===== config.mk =====
export PLATFORM = sky130hd
export DESIGN_NAME = traffic_lights_xing
export DESIGN_NICKNAME = d
export VERILOG_FILES = /design/src/rtl/traffic_lights_xing.sv
export SDC_FILE = /design/constraint.sdc
export NUM_CORES = 1
export LEC_CHECK = 0
export ABC_AREA = 1
export CAP_MARGIN = 20
export CORE_MARGIN = 10
export CORE_UTILIZATION = 35
export CTS_CLUSTER_SIZE = 24
export DETAILED_ROUTE_END_ITERATION = 10
export PLACE_DENSITY = 0.62
export SLEW_MARGIN = 0
export SYNTH_ARGS = -nofsm -noshare
export SYNTH_HDL_FRONTEND = slang
export SYNTH_SLANG_ARGS = --single-unit

===== constraint.sdc =====
create_clock -name clk_i -period 6.85 [get_ports clk_i]
set_input_delay 1.37 -clock clk_i [delete_from_list [all_inputs] [get_ports clk_i]]
set_output_delay 1.37 -clock clk_i [all_outputs]
set_load 0.01 [all_outputs]

===== src/rtl/traffic_lights_xing.sv =====
// traffic_lights_xing: multi-direction intersection controller.
// Grants right-of-way round-robin across NUM_DIRS signal heads with an
// all-red clearance interval between grants. Programmable periods are held
// in ms; a prescaler converts clock cycles to ms for any clock rate.
module traffic_lights_xing #(
  parameter int NUM_DIRS              = 4,
  parameter int CLK_PER_MS            = 2,
  parameter int BLINK_HALF_PERIOD_MS  = 10,
  parameter int BLINK_GREEN_TIME_TICK = 2,
  parameter int RED_YELLOW_MS         = 5,
  parameter int DEFAULT_GREEN_MS      = 10,
  parameter int DEFAULT_YELLOW_MS     = 10,
  parameter int DEFAULT_CLEAR_MS      = 10,
  parameter int DIR_W                 = $clog2(NUM_DIRS)
) (
  input  logic                clk_i,
  input  logic                srst_i,
  input  logic                cmd_valid_i,
  input  logic [2:0]          cmd_type_i,
  input  logic [DIR_W-1:0]    cmd_dir_i,
  input  logic [15:0]         cmd_data_i,
  output logic [NUM_DIRS-1:0] red_o,
  output logic [NUM_DIRS-1:0] yellow_o,
  output logic [NUM_DIRS-1:0] green_o,
  output logic [DIR_W-1:0]    active_dir_o
);

  localparam int                 PRESC_W   = (CLK_PER_MS > 1) ? $clog2(CLK_PER_MS) : 1;
  localparam logic [PRESC_W-1:0] PRESC_MAX = PRESC_W'(CLK_PER_MS - 1);
  localparam logic [15:0]        RY_MS     = 16'(RED_YELLOW_MS);
  localparam logic [15:0]        GT_MS     = 16'(2 * BLINK_HALF_PERIOD_MS * BLINK_GREEN_TIME_TICK);
  localparam logic [15:0]        HALF_MAX  = 16'(BLINK_HALF_PERIOD_MS - 1);
  localparam logic [DIR_W-1:0]   LAST_DIR  = DIR_W'(NUM_DIRS - 1);
  localparam logic [15:0]        DEF_GREEN  = 16'(DEFAULT_GREEN_MS);
  localparam logic [15:0]        DEF_YELLOW = 16'(DEFAULT_YELLOW_MS);
  localparam logic [15:0]        DEF_CLEAR  = 16'(DEFAULT_CLEAR_MS);

  // RUN phases first so that reset (CLEAR) is the zero encoding
  typedef enum logic [2:0] {
    S_CLEAR,
    S_RY,
    S_G,
    S_GT,
    S_Y,
    S_NOTRANS,
    S_OFF
  } state_e;

  typedef enum logic [2:0] {
    CMD_ON         = 3'd0,
    CMD_OFF        = 3'd1,
    CMD_NOTRANS    = 3'd2,
    CMD_SET_GREEN  = 3'd3,
    CMD_SET_CLEAR  = 3'd4,
    CMD_SET_YELLOW = 3'd5
  } cmd_e;

  state_e               state_q, state_d;
  logic [DIR_W-1:0]     dir_q, dir_d;
  logic [PRESC_W-1:0]   presc_q, presc_d;
  logic [15:0]          ms_q, ms_d;
  logic [15:0]          bcnt_q, bcnt_d;
  logic                 blink_q, blink_d;

  logic [15:0]          green_ms_q  [NUM_DIRS];
  logic [15:0]          yellow_ms_q [NUM_DIRS];
  logic [15:0]          clear_ms_q;

  logic [15:0]          period_raw;
  logic [15:0]          period_eff;
  logic                 in_run;
  logic                 phase_done;
  logic                 cmd_taken;
  logic                 restart;
  logic                 dir_ok;
  logic [NUM_DIRS-1:0]  dir_oh;

  assign dir_ok = (32'(cmd_dir_i) < NUM_DIRS);
  assign in_run = (state_q != S_NOTRANS) && (state_q != S_OFF);

  // Duration of the current RUN phase in ms; zero is stretched to 1 ms
  always_comb begin
    period_raw = 16'd1;
    case (state_q)
      S_CLEAR: period_raw = clear_ms_q;
      S_RY:    period_raw = RY_MS;
      S_G:     period_raw = green_ms_q[dir_q];
      S_GT:    period_raw = GT_MS;
      S_Y:     period_raw = yellow_ms_q[dir_q];
      default: period_raw = 16'd1;
    endcase
    period_eff = (period_raw == '0) ? 16'd1 : period_raw;
  end

  assign phase_done = in_run && (presc_q == PRESC_MAX) && (ms_q == (period_eff - 16'd1));

  // Next state: effective commands pre-empt a phase timeout at the same edge
  always_comb begin
    state_d   = state_q;
    dir_d     = dir_q;
    cmd_taken = 1'b0;
    restart   = 1'b0;
    presc_d   = presc_q;
    ms_d      = ms_q;
    bcnt_d    = bcnt_q;
    blink_d   = blink_q;

    if (cmd_valid_i) begin
      case (cmd_type_i)
        CMD_ON: begin
          if (!in_run) begin
            state_d   = S_CLEAR;
            dir_d     = '0;
            cmd_taken = 1'b1;
          end
        end
        CMD_OFF: begin
          state_d   = S_OFF;
          cmd_taken = 1'b1;
        end
        CMD_NOTRANS: begin
          state_d   = S_NOTRANS;
          cmd_taken = 1'b1;
        end
        default: ;
      endcase
    end

    if (cmd_taken) begin
      restart = 1'b1;
    end else if (phase_done) begin
      restart = 1'b1;
      case (state_q)
        S_CLEAR: state_d = S_RY;
        S_RY:    state_d = S_G;
        S_G:     state_d = S_GT;
        S_GT:    state_d = S_Y;
        S_Y: begin
          state_d = S_CLEAR;
          dir_d   = (dir_q == LAST_DIR) ? '0 : dir_q + DIR_W'(1);
        end
        default: ;
      endcase
    end

    // Blink is phase-relative: it restarts lit together with the timers
    if (restart) begin
      presc_d = '0;
      ms_d    = '0;
      bcnt_d  = '0;
      blink_d = 1'b1;
    end else if (presc_q == PRESC_MAX) begin
      presc_d = '0;
      ms_d    = ms_q + 16'd1;
      if (bcnt_q == HALF_MAX) begin
        bcnt_d  = '0;
        blink_d = ~blink_q;
      end else begin
        bcnt_d  = bcnt_q + 16'd1;
      end
    end else begin
      presc_d = presc_q + PRESC_W'(1);
    end
  end

  // State and timer registers
  always_ff @(posedge clk_i) begin
    if (srst_i) begin
      state_q <= S_CLEAR;
      dir_q   <= '0;
      presc_q <= '0;
      ms_q    <= '0;
      bcnt_q  <= '0;
      blink_q <= 1'b1;
    end else begin
      state_q <= state_d;
      dir_q   <= dir_d;
      presc_q <= presc_d;
      ms_q    <= ms_d;
      bcnt_q  <= bcnt_d;
      blink_q <= blink_d;
    end
  end

  // Period table; writable only while the intersection is in NOTRANSITION
  always_ff @(posedge clk_i) begin
    if (srst_i) begin
      green_ms_q  <= '{default: DEF_GREEN};
      yellow_ms_q <= '{default: DEF_YELLOW};
      clear_ms_q  <= DEF_CLEAR;
    end else if (cmd_valid_i && (state_q == S_NOTRANS)) begin
      case (cmd_type_i)
        CMD_SET_GREEN:  if (dir_ok) green_ms_q[cmd_dir_i] <= cmd_data_i;
        CMD_SET_CLEAR:  clear_ms_q <= cmd_data_i;
        CMD_SET_YELLOW: if (dir_ok) yellow_ms_q[cmd_dir_i] <= cmd_data_i;
        default: ;
      endcase
    end
  end

  assign dir_oh = {{(NUM_DIRS-1){1'b0}}, 1'b1} << dir_q;

  // Lamp decode from registered state only
  always_comb begin
    red_o    = '0;
    yellow_o = '0;
    green_o  = '0;
    case (state_q)
      S_CLEAR: red_o = '1;
      S_RY: begin
        red_o    = '1;
        yellow_o = dir_oh;
      end
      S_G: begin
        red_o   = ~dir_oh;
        green_o = dir_oh;
      end
      S_GT: begin
        red_o   = ~dir_oh;
        green_o = blink_q ? dir_oh : '0;
      end
      S_Y: begin
        red_o    = ~dir_oh;
        yellow_o = dir_oh;
      end
      S_NOTRANS: yellow_o = {NUM_DIRS{blink_q}};
      default: ;
    endcase
  end

  assign active_dir_o = dir_q;

endmodule


=== Yosys cells after proc, flatten, opt, wreduce, memory -nomap -nowiden ===
Cells that the tools add are included.

* Bits in registers: 183
* Latch bits: 0
* Memory bits (writable): 0
* Bits in read-only memories: 0
* Output and inout port bits: 14
* Logic and storage cells: 96
* Memories kept: 0

* Add/sub/neg operators: 5
* Multiply operators: 0
* Div/mod/pow operators: 0
* Order comparisons: 3
* Equal/unequal tests: 15
* Shift operators: 1
* Muxes and demuxes: 35
* Bitwise logic cells: 4
* Reductions and logical operators: 18

{| class="wikitable"
|+ Operators by type and width
! kind !! number
|-
| $bwmux 64 || 2
|-
| $mux 16 || 7
|-
| $pmux 16 s5 || 1
|-
| $bmux 16 s2 || 2
|-
| $add 16x1->16 const B || 2
|-
| $demux 16 s2 || 1
|-
| $pmux 4 s2 || 3
|-
| $eq 16x16->1 || 1
|-
| $eq 16x4->1 const B || 1
|-
| $logic_not 16->1 || 1
|-
| $sub 16x1->16 const B || 1
|-
| $pmux 3 s5 || 1
|-
| $mux 2 || 7
|-
| $eq 3x2->1 const B || 4
|-
| $eq 3x3->1 const B || 4
|-
| $mux 3 || 4
|-
| $pmux 3 s3 || 1
|-
| $reduce_and 2->1 || 4
|-
| $reduce_or 2->1 || 4
|-
| $eq 3x1->1 const B || 2
|-
| $ge 3x3->1 const B || 2
|-
| $logic_not 3->1 || 2
|-
| $ne 3x3->1 const B || 2
|-
| $not 2->3 || 2
|-
| other kinds (12) || 20
|}

=== Longest topological paths before layout ===
Gate-level depths: netlist of the first run.

* Depth in word-level cells: 13
* Depth in mapped cells: 32

=== Least setup slack after synthesis of the first run ===
Ideal clock, no wire load.

* Kind: register to register
* From: register dir_q[0], in the netlist active_dir_o[0]
* To: register ms_q[12]
* Arrival: 3.263 ns
* Slack: 3.514 ns
* Cell stages (with the launch flop): 27
* Path buffers: 4
* Clock period less this slack: 3.336 ns
* Path through: dfxtp_1 > buf_6 > inv_4 > buf_4 > o21ai_1 > nand2_1 > nand2_1 > nand3_1 > nor2_2 > nand2_1 > nor2_1 > nand2_2 > buf_6 > nand2_2 > inv_2 > ha_1 > inv_1 > nor2_4 > xor2_1 > or2_2 > nand2_1 > nand3b_2 > nor2_4 > nand3_4 > nand3_4 > buf_6 > nor3b_2

* Cells in the longest elaborated chain, start to end: 13

{| class="wikitable"
|+ Ends and longest elaborated chain
! element !! RTL line !! source
|-
| start, declared || 59 || <nowiki>logic [DIR_W-1:0] dir_q, dir_d;</nowiki>
|-
| start signal, assigned || 177 || <nowiki>dir_q <= dir_d;</nowiki>
|-
| $not 2->3 (implied by the code) * || 87, 89 ||
|-
| $bmux 16 s2 (on tied branches) || 89, 87 ||
|-
| $mux 16 (on tied branches) (2 in series) || 89, 87 ||
|-
| $pmux 16 s5 * || 84 || <nowiki>case (state_q)</nowiki>
|-
| $logic_not 16->1 || 92 || <nowiki>period_eff = (period_raw == '0) ? 16'd1 : period_raw;</nowiki>
|-
| $mux 16 * || 92 ||
|-
| $sub 16x1->16 * || 95 || <nowiki>assign phase_done = in_run && (presc_q == PRESC_MAX) && (ms_q == (period_eff - 16'd1));</nowiki>
|-
| $eq 16x16->1 * || 95 ||
|-
| $logic_and 1x1->1 * || 95 ||
|-
| $mux 1 * || 131 || <nowiki>end else if (phase_done) begin</nowiki>
|-
| $mux 1 * || 129 || <nowiki>if (cmd_taken) begin</nowiki>
|-
| $reduce_or 2->1 (no line) * || - ||
|-
| end signal, assigned || 179 || <nowiki>ms_q <= ms_d;</nowiki>
|-
| end, declared || 61 || <nowiki>logic [15:0] ms_q, ms_d;</nowiki>
|}

Mark *: on every way between the ends. The rest lies on a longest branch, timed or not. The select of a mux whose other input is x is not followed.
A chain may end at the register's enable or synchronous reset.

=== Worst setup path in the final report of the first run ===
* From: register dir_q[0], in the netlist active_dir_o[0]
* To: register bcnt_q[6]

* Cells in the longest elaborated chain, start to end: 13

{| class="wikitable"
|+ Ends and longest elaborated chain
! element !! RTL line !! source
|-
| $not 2->3 (implied by the code) * || 87, 89 ||
|-
| $bmux 16 s2 (on tied branches) || 89, 87 ||
|-
| $mux 16 (on tied branches) (2 in series) || 89, 87 ||
|-
| $pmux 16 s5 * || 84 ||
|-
| $logic_not 16->1 || 92 ||
|-
| $mux 16 * || 92 ||
|-
| $sub 16x1->16 * || 95 ||
|-
| $eq 16x16->1 * || 95 ||
|-
| $logic_and 1x1->1 * || 95 ||
|-
| $mux 1 * || 131 ||
|-
| $mux 1 * || 129 ||
|-
| $reduce_or 2->1 (no line) * || - ||
|-
| end signal, assigned || 180 || <nowiki>bcnt_q <= bcnt_d;</nowiki>
|-
| end, declared || 62 || <nowiki>logic [15:0] bcnt_q, bcnt_d;</nowiki>
|}

Marks and branches as above.

==> results.py, run 1 <==
metrics = {
    "worst_setup_path": {
        "crit_chain": "inv_4 > o21ai_1 > nand2_1 > nand2_1 > nand3_1 > nor2_2 > nand2_1 > nor2_1 > nand2_2 > nand2_2 > inv_2 > ha_1 > inv_1 > nor2_4 > nand2_1 > nand2_1 > and2_1 > nor2_1 > nor2_2 > nand3b_2 > nor2_4 > nand3_4 > nand3_4 > nor3b_1",
        "required_ps": 7200,
        "crit_path_start_kind": "register",
        "cpPeakStageDelay_ps": 720,
        "worstPathMaxFanout": 64,
        "worst_ep_arrival_time_ps": 4850,
        "path_buf_inv": 3,
        "path_class": "reg2reg",
        "crit_top_cell": "nand2_1",
        "endpoint_kind": "register",
        "cp_slowest_cell": "dfxtp_2",
        "reg2reg_slack_ps": 2350,
        "cp_top_family": "simple AND/OR/NAND/NOR gates",
    },
    "worst_hold_path": {
        "hold_class": "reg2reg",
    },
    "drt": {
        "drt_iter0_drc": 687,
        "firstDrtPassIters": 5,
        "ant_nets": 0,
        "vias_per_cell": 5.01,
        "wl_um": 25000,
        "drc": 0,
        "num_vias": 8342,
        "routedWlPerCell_um": 15.0,
    },
    "sta": {
        "tns_ps": 0,
        "hold_violations": 0,
        "max_freq_mhz": 222,
        "maxSlewViolCount": 0,
        "finalCriticalPeriod_ps": 4500,
        "rsz0062_at_grt": "no",
        "max-slew-margin-rel_pct": 44.2,
        "setup_violations": 0,
        "period_share_pct": 65.7,
        "finClkSkew_ps": 13.6,
        "tightest_slew_ps": 835,
    },
    "die": {
        "initial_core_util_pct": 35.7,
        "die_w_um": 184,
        "die_h_um": 184,
        "die_area_um2": 33700,
        "num_io_pins": 38,
        "rows": 59,
        "core-area_um2": 26200,
    },
    "power": {
        "p_int_mw": 1.63,
        "p_leak_nw": 4.36,
        "seq_power_share_pct": 47.7,
        "swShare_pct": 27.7,
        "power.share.clock_pct": 44.7,
        "switching_power_mw": 0.623,
        "p_per_area_nw_per_um2": 215,
        "ir_drop_uv": 187,
        "power_mw": 2.25,
        "p_comb_share_pct": 7.6,
    },
    "logic_synthesis": {
        "syn_avg_cell_area_um2": 7.10,
        "synth_edf_count": 0,
        "ys_warn_count": 0,
        "syn_area_um2": 9370,
        "yosysTopAreaCell": "dfxtp_1",
        "synth_flop_cell": "dfxtp_1",
        "synth_cells": 1320,
        "synth_top_area_share_pct": 39.1,
        "synthArstFlopShare_pct": 0,
        "synth_cell_types": 48,
        "syn_nets": 1352,
        "synth_seq_area_share_pct": 39.1,
        "ys_seq_elements": 183,
        "synth_area_leaders": "dfxtp_1 39%, nand2_1 11%, nor2_1 5.6%",
    },
    "grt": {
        "grt_usage_pct": 15.1,
        "grt_max_degree": 86,
        "grt_pass1_wl_um": 41300,
        "overflow": 0,
        "grt_antenna_before_repair": 0,
        "grt_pass1_vias": 7878,
    },
    "placement": {
        "finalWeightedCongestion": 0.890,
        "port-buffer-count": 37,
        "hpwl_um": 16100,
    },
    "clock_network": {
        "post_cts_buffers": 0,
        "cts_resized": 0,
        "clkTransAtPathRegs_ps": 70,
        "cts_tree": "yes",
        "clock_sinks": 183,
        "clock_latency_ps": 440,
        "ctsLongestPathBuffers": 2,
        "cts-htree-levels": 4,
        "cts_root_buf": "clkbuf_16",
        "cts_buffers": 17,
        "hold_buffers": 0,
    },
    "job": {
        "drv_cap": 0,
    },
    "layout": {
        "num-fill-cells": 2743,
        "n_antenna_cell": 0,
        "drive_above_1_share_pct": 8.94,
        "final_cell_mix": "272 x nand2_1, 182 x dfxtp_1, 136 x nor2_1, 113 x inv_1",
        "multi_input_area_um2": 4810,
        "fin_nets": 1350,
        "area_delta_synth_final_pct": 11.9,
        "layout_commonest_cell": "nand2_1",
        "regArea_um2": 3660,
    },
    "status": {
        "status": "completed",
    },
}
## cell usage after synthesis (20+ instances only)
master    count
a211oi_1     42
a21oi_1     101
clkbuf_1     37
dfxtp_1     183
inv_1       114
nand2_1     272
nand3_1      94
nand4_1      25
nor2_1      140
o211ai_1     20
o21ai_0     101
xor2_1       27
## worst reg2reg max path, cell delays in order, from the launching register on
cell	delay (ps)
dfxtp_2	720
inv_4	440
o21ai_1	260
nand2_1	70
nand2_1	60
nand3_1	180
nor2_2	200
nand2_1	90
nor2_1	120
nand2_2	190
nand2_2	130
inv_2	50
ha_1	210
inv_1	130
nor2_4	70
nand2_1	100
nand2_1	70
and2_1	140
nor2_1	220
nor2_2	80
nand3b_2	100
nor2_4	60
nand3_4	110
nand3_4	320
nor3b_1	300
## area by class of cell
class,instances,share of cell area (%)
timing repair buffer,48,4.31
sequential,183,35.0
inverter,137,4.98
clock inverter,14,1.66
multi-input combinational,931,45.9
clock buffer,18,4.19
tap,335,4.00
## final timing paths
kind / startpoint / to / depth (start not counted)
worst max-delay path: active_dir_o[0] / bcnt_q[6] / 24
worst min-delay path: clear_ms_q[5] / clear_ms_q[5] / 2
worst max register to register: active_dir_o[0] / bcnt_q[6] / 24
worst min register to register: clear_ms_q[5] / clear_ms_q[5] / 2
## logic make-up (layout without fill, tap and decap cells)
| group | Yosys count | in the layout | synth area share (%) |
|---|---|---|---|
| XOR/XNOR | 36 | 36 | 3.53 |
| AND/OR/NAND/NOR | 608 | 608 | 29.9 |
| AO/OA/AOI/OAI | 279 | 279 | 16.8 |
| adder cells (fa/ha/maj) | 8 | 8 | 1.07 |
| buffers and inverters | 206 | 217 | 9.64 |
| flip-flops | 183 | 183 | 39.1 |
## power by group through the flow
| stage | clock network (mW) | logic (mW) | registers [mW] |
|---|---|---|---|
| finish | 1.01 | 0.172 | 1.07 |
| detailed placement | 0 | 0.171 | 1.10 |
| global placement | 0 | 0.169 | 1.10 |
| CTS | 1.03 | 0.172 | 1.07 |
| global route | 1.07 | 0.190 | 1.07 |
| floorplan | 0 | 0.122 | 1.09 |
## flip-flops by register name, summed over array words and instances, names as in the netlist
register and flops:
green_ms_q 64, blink_q 1, presc_q 1, yellow_ms_q 64, ms_q 16, active_dir_o 2
bcnt_q 16, state_q 3, clear_ms_q 16
## metrics by stage
stage               utilization, %  setup slack, ps  cell area [µm²]  instances  hold WS, ps
floorplan                        -             3510             9370       1320          425
global placement              37.6             2560             9860       1633          452
detailed placement            37.6             2430             9860       1633          459
CTS                           40.0             2390            10500       1665          473
global route                  40.0             1880            10500       1666          495
finish                        40.0             2350            10500       1666          470
## layer usage
| layer | vias up | wire length, µm | global-route usage (%) |
|---|---|---|---|
| met1 | 3827 | 12000 | 19.7 |
| met4 | 0 | 350 | 3.97 |
| met3 | 22 | 1020 | 2.83 |
| met2 | 142 | 11600 | 25.0 |
| met5 | - | 0 | 0 |
| li1 | 4351 | - | - |
(Power assumes the default switching activity.)
==> inputs of run 2 (changes only) <==
==> constraint.sdc (replaced) <==
create_clock -name clk_i -period 4.2 [get_ports clk_i]
set_input_delay 0.84 -clock clk_i [delete_from_list [all_inputs] [get_ports clk_i]]
set_output_delay 0.84 -clock clk_i [all_outputs]
set_load 0.01 [all_outputs]
==> run 2 against run 1 <==
  * Register-to-register slack worse by 1900 ps
  * Via count is 2.0% higher
  * Combinational power is 65% higher
  * Clock power is 62% higher
  * Wire length is 1.0% higher
  * Cell area is 0.99% higher
  * Global-route usage is 0.25 points higher
  * Count of clock-buffer cells in the layout is 1 lower
  * Fmax is 19% higher
  * Sequential power is 64% higher
==> results.py, run 2 (same netlist as run 1, synthesis figures left out) <==
metrics = {
    "layout": {
        "drive_above_1_share_pct": 9.62,
        "layout_commonest_cell": "nand2_1",
        "top_regs": "green_ms_q x64, yellow_ms_q x64",
        "area_delta_synth_final_pct": 13.0,
        "num-fill-cells": 2710,
        "n_antenna_cell": 0,
        "final_cell_mix": "272 x nand2_1, 182 x dfxtp_1, 136 x nor2_1, 113 x inv_1",
        "stdcell_count": 1676,
        "fin_nets": 1360,
    },
    "grt": {
        "grt_max_degree": 65,
        "grt_pass1_vias": 8163,
        "overflow": 0,
        "grt_pass1_wl_um": 42200,
        "grt_antenna_before_repair": 0,
        "grt_usage_pct": 15.3,
    },
    "worst_setup_path": {
        "path_class": "reg2reg",
        "cpPeakStageDelay_ps": 350,
        "worst_ep_arrival_time_ps": 4150,
        "crit_chain": "clkbuf_8 > nor2_1 > nor2_1 > o21ai_1 > nand2_1 > nand2_1 > nand3_1 > nor2_2 > nand2_1 > nor2_1 > nand2_2 > nand2_2 > inv_2 > ha_1 > inv_1 > nor2_4 > xor2_1 > or2_2 > nand2_1 > nand3b_2 > nor2_4 > nand3_4 > nand3_4 > nor3b_1",
        "cp_slowest_cell": "dfxtp_2",
        "worstPathMaxFanout": 52,
        "crit_end": "bcnt_q[6]",
        "r2r_start": "active_dir_o[0]",
        "endpoint_kind": "register",
        "setup.worst_path.start": "active_dir_o[0]",
        "regToRegEndpoint": "bcnt_q[6]",
        "crit_top_cell": "nand2_1",
        "reg2reg_slack_ps": 400,
        "crit_path_start_kind": "register",
        "r2r_cells": 24,
        "required_ps": 4550,
    },
    "sta": {
        "setup_ws_ps": 405,
        "finalCriticalPeriod_ps": 3800,
        "rsz0062_at_grt": "no",
        "max-slew-margin-rel_pct": 40.1,
        "hold_violations": 0,
        "maxSlewViolCount": 0,
        "tightest_slew_ps": 893,
        "setup_violations": 0,
        "tns_ps": 0,
        "finClkSkew_ps": 18.9,
        "whs_ps": 471,
        "period_share_pct": 90.4,
        "max_freq_mhz": 263,
    },
    "power": {
        "p_per_area_nw_per_um2": 347,
        "p_leak_nw": 4.42,
        "ir_drop_uv": 276,
        "power_mw": 3.67,
    },
    "drt": {
        "ant_nets": 0,
        "vias_per_cell": 5.07,
        "wl_um": 25300,
        "drc": 0,
        "routedWlPerCell_um": 15.1,
        "num_vias": 8505,
        "firstDrtPassIters": 5,
        "drt_iter0_drc": 662,
    },
    "clock_network": {
        "cts-htree-levels": 4,
        "cts_buffers": 17,
        "hold_buffers": 0,
        "clock_latency_ps": 450,
        "clkTransAtPathRegs_ps": 80,
        "cts_tree": "yes",
        "cts_root_buf": "clkbuf_16",
        "ctsLongestPathBuffers": 2,
        "clock_sinks": 183,
    },
    "placement": {
        "port-buffer-count": 37,
        "pre_cts_slack_ps": 354,
        "placed_cells": 1644,
        "hpwl_um": 16900,
        "finalWeightedCongestion": 0.849,
    },
    "die": {
        "rows": 59,
        "num_io_pins": 38,
        "initial_core_util_pct": 35.7,
        "die_h_um": 184,
        "die_w_um": 184,
        "die_area_um2": 33700,
        "core-area_um2": 26200,
    },
    "worst_hold_path": {
        "hold_class": "reg2reg",
    },
    "job": {
        "drv_cap": 0,
    },
    "status": {
        "status": "completed",
    },
}
[run 2: area by class of cell]
class	count	area (µm²)	share of cell area, %
clock buffers	17	425	4.02
clock inverters	15	195	1.84
inverters	137	524	4.95
multi-input cells	931	4810	45.4
flip-flops and latches	183	3660	34.6
well taps	335	419	3.96
repair buffers	58	546	5.15
[run 2: worst min-delay path by stage]
stage,start,endpoint,slack (ps),cells after the start
after global placement,green_ms_q[54],green_ms_q[54],450,2
final,green_ms_q[43],green_ms_q[43],470,2
after global routing,clear_ms_q[5],clear_ms_q[5],480,2
after floorplan,clear_ms_q[5],clear_ms_q[5],420,2
after detailed placement,green_ms_q[36],green_ms_q[36],450,2
after CTS,green_ms_q[21],green_ms_q[21],470,2
[run 2: what timing repair did]
item	in CTS	in global routing
gates resized for setup	0	4
setup buffers	0	0
setup endpoints to repair	0	29
[run 2: worst max-delay path, delay by kind of cell, from the launching register on]
family                     cells  cell delay, ps
xor gates and xnor gates       1             150
and+or+nand+nor               18            2430
buffers and inverters          3             430
DFF                            1             350
adders and majority gates      1             200
AOI/OAI and AO/OA              1              80
[run 2: through the flow]
stage                     utilization (%)  instance area (µm²)
after floorplan                         -                 9370
after global placement               38.0                 9950
after detailed placement             38.0                 9950
after CTS                            40.3                10600
after global routing                 40.4                10600
final                                40.4                10600
[run 2: report_power, final]
group | internal (mW) | switching (mW)
Sequential | 1.74 | 0.0102
Clock | 0.816 | 0.824
Combinational | 0.0907 | 0.193
[run 2: routing by layer]
metal  part of all wire (%)  track usage (%)
met5                      0                0
met4                    1.6             4.33
met3                    5.1             3.38
met2                     46             24.9
met1                     48             20.0
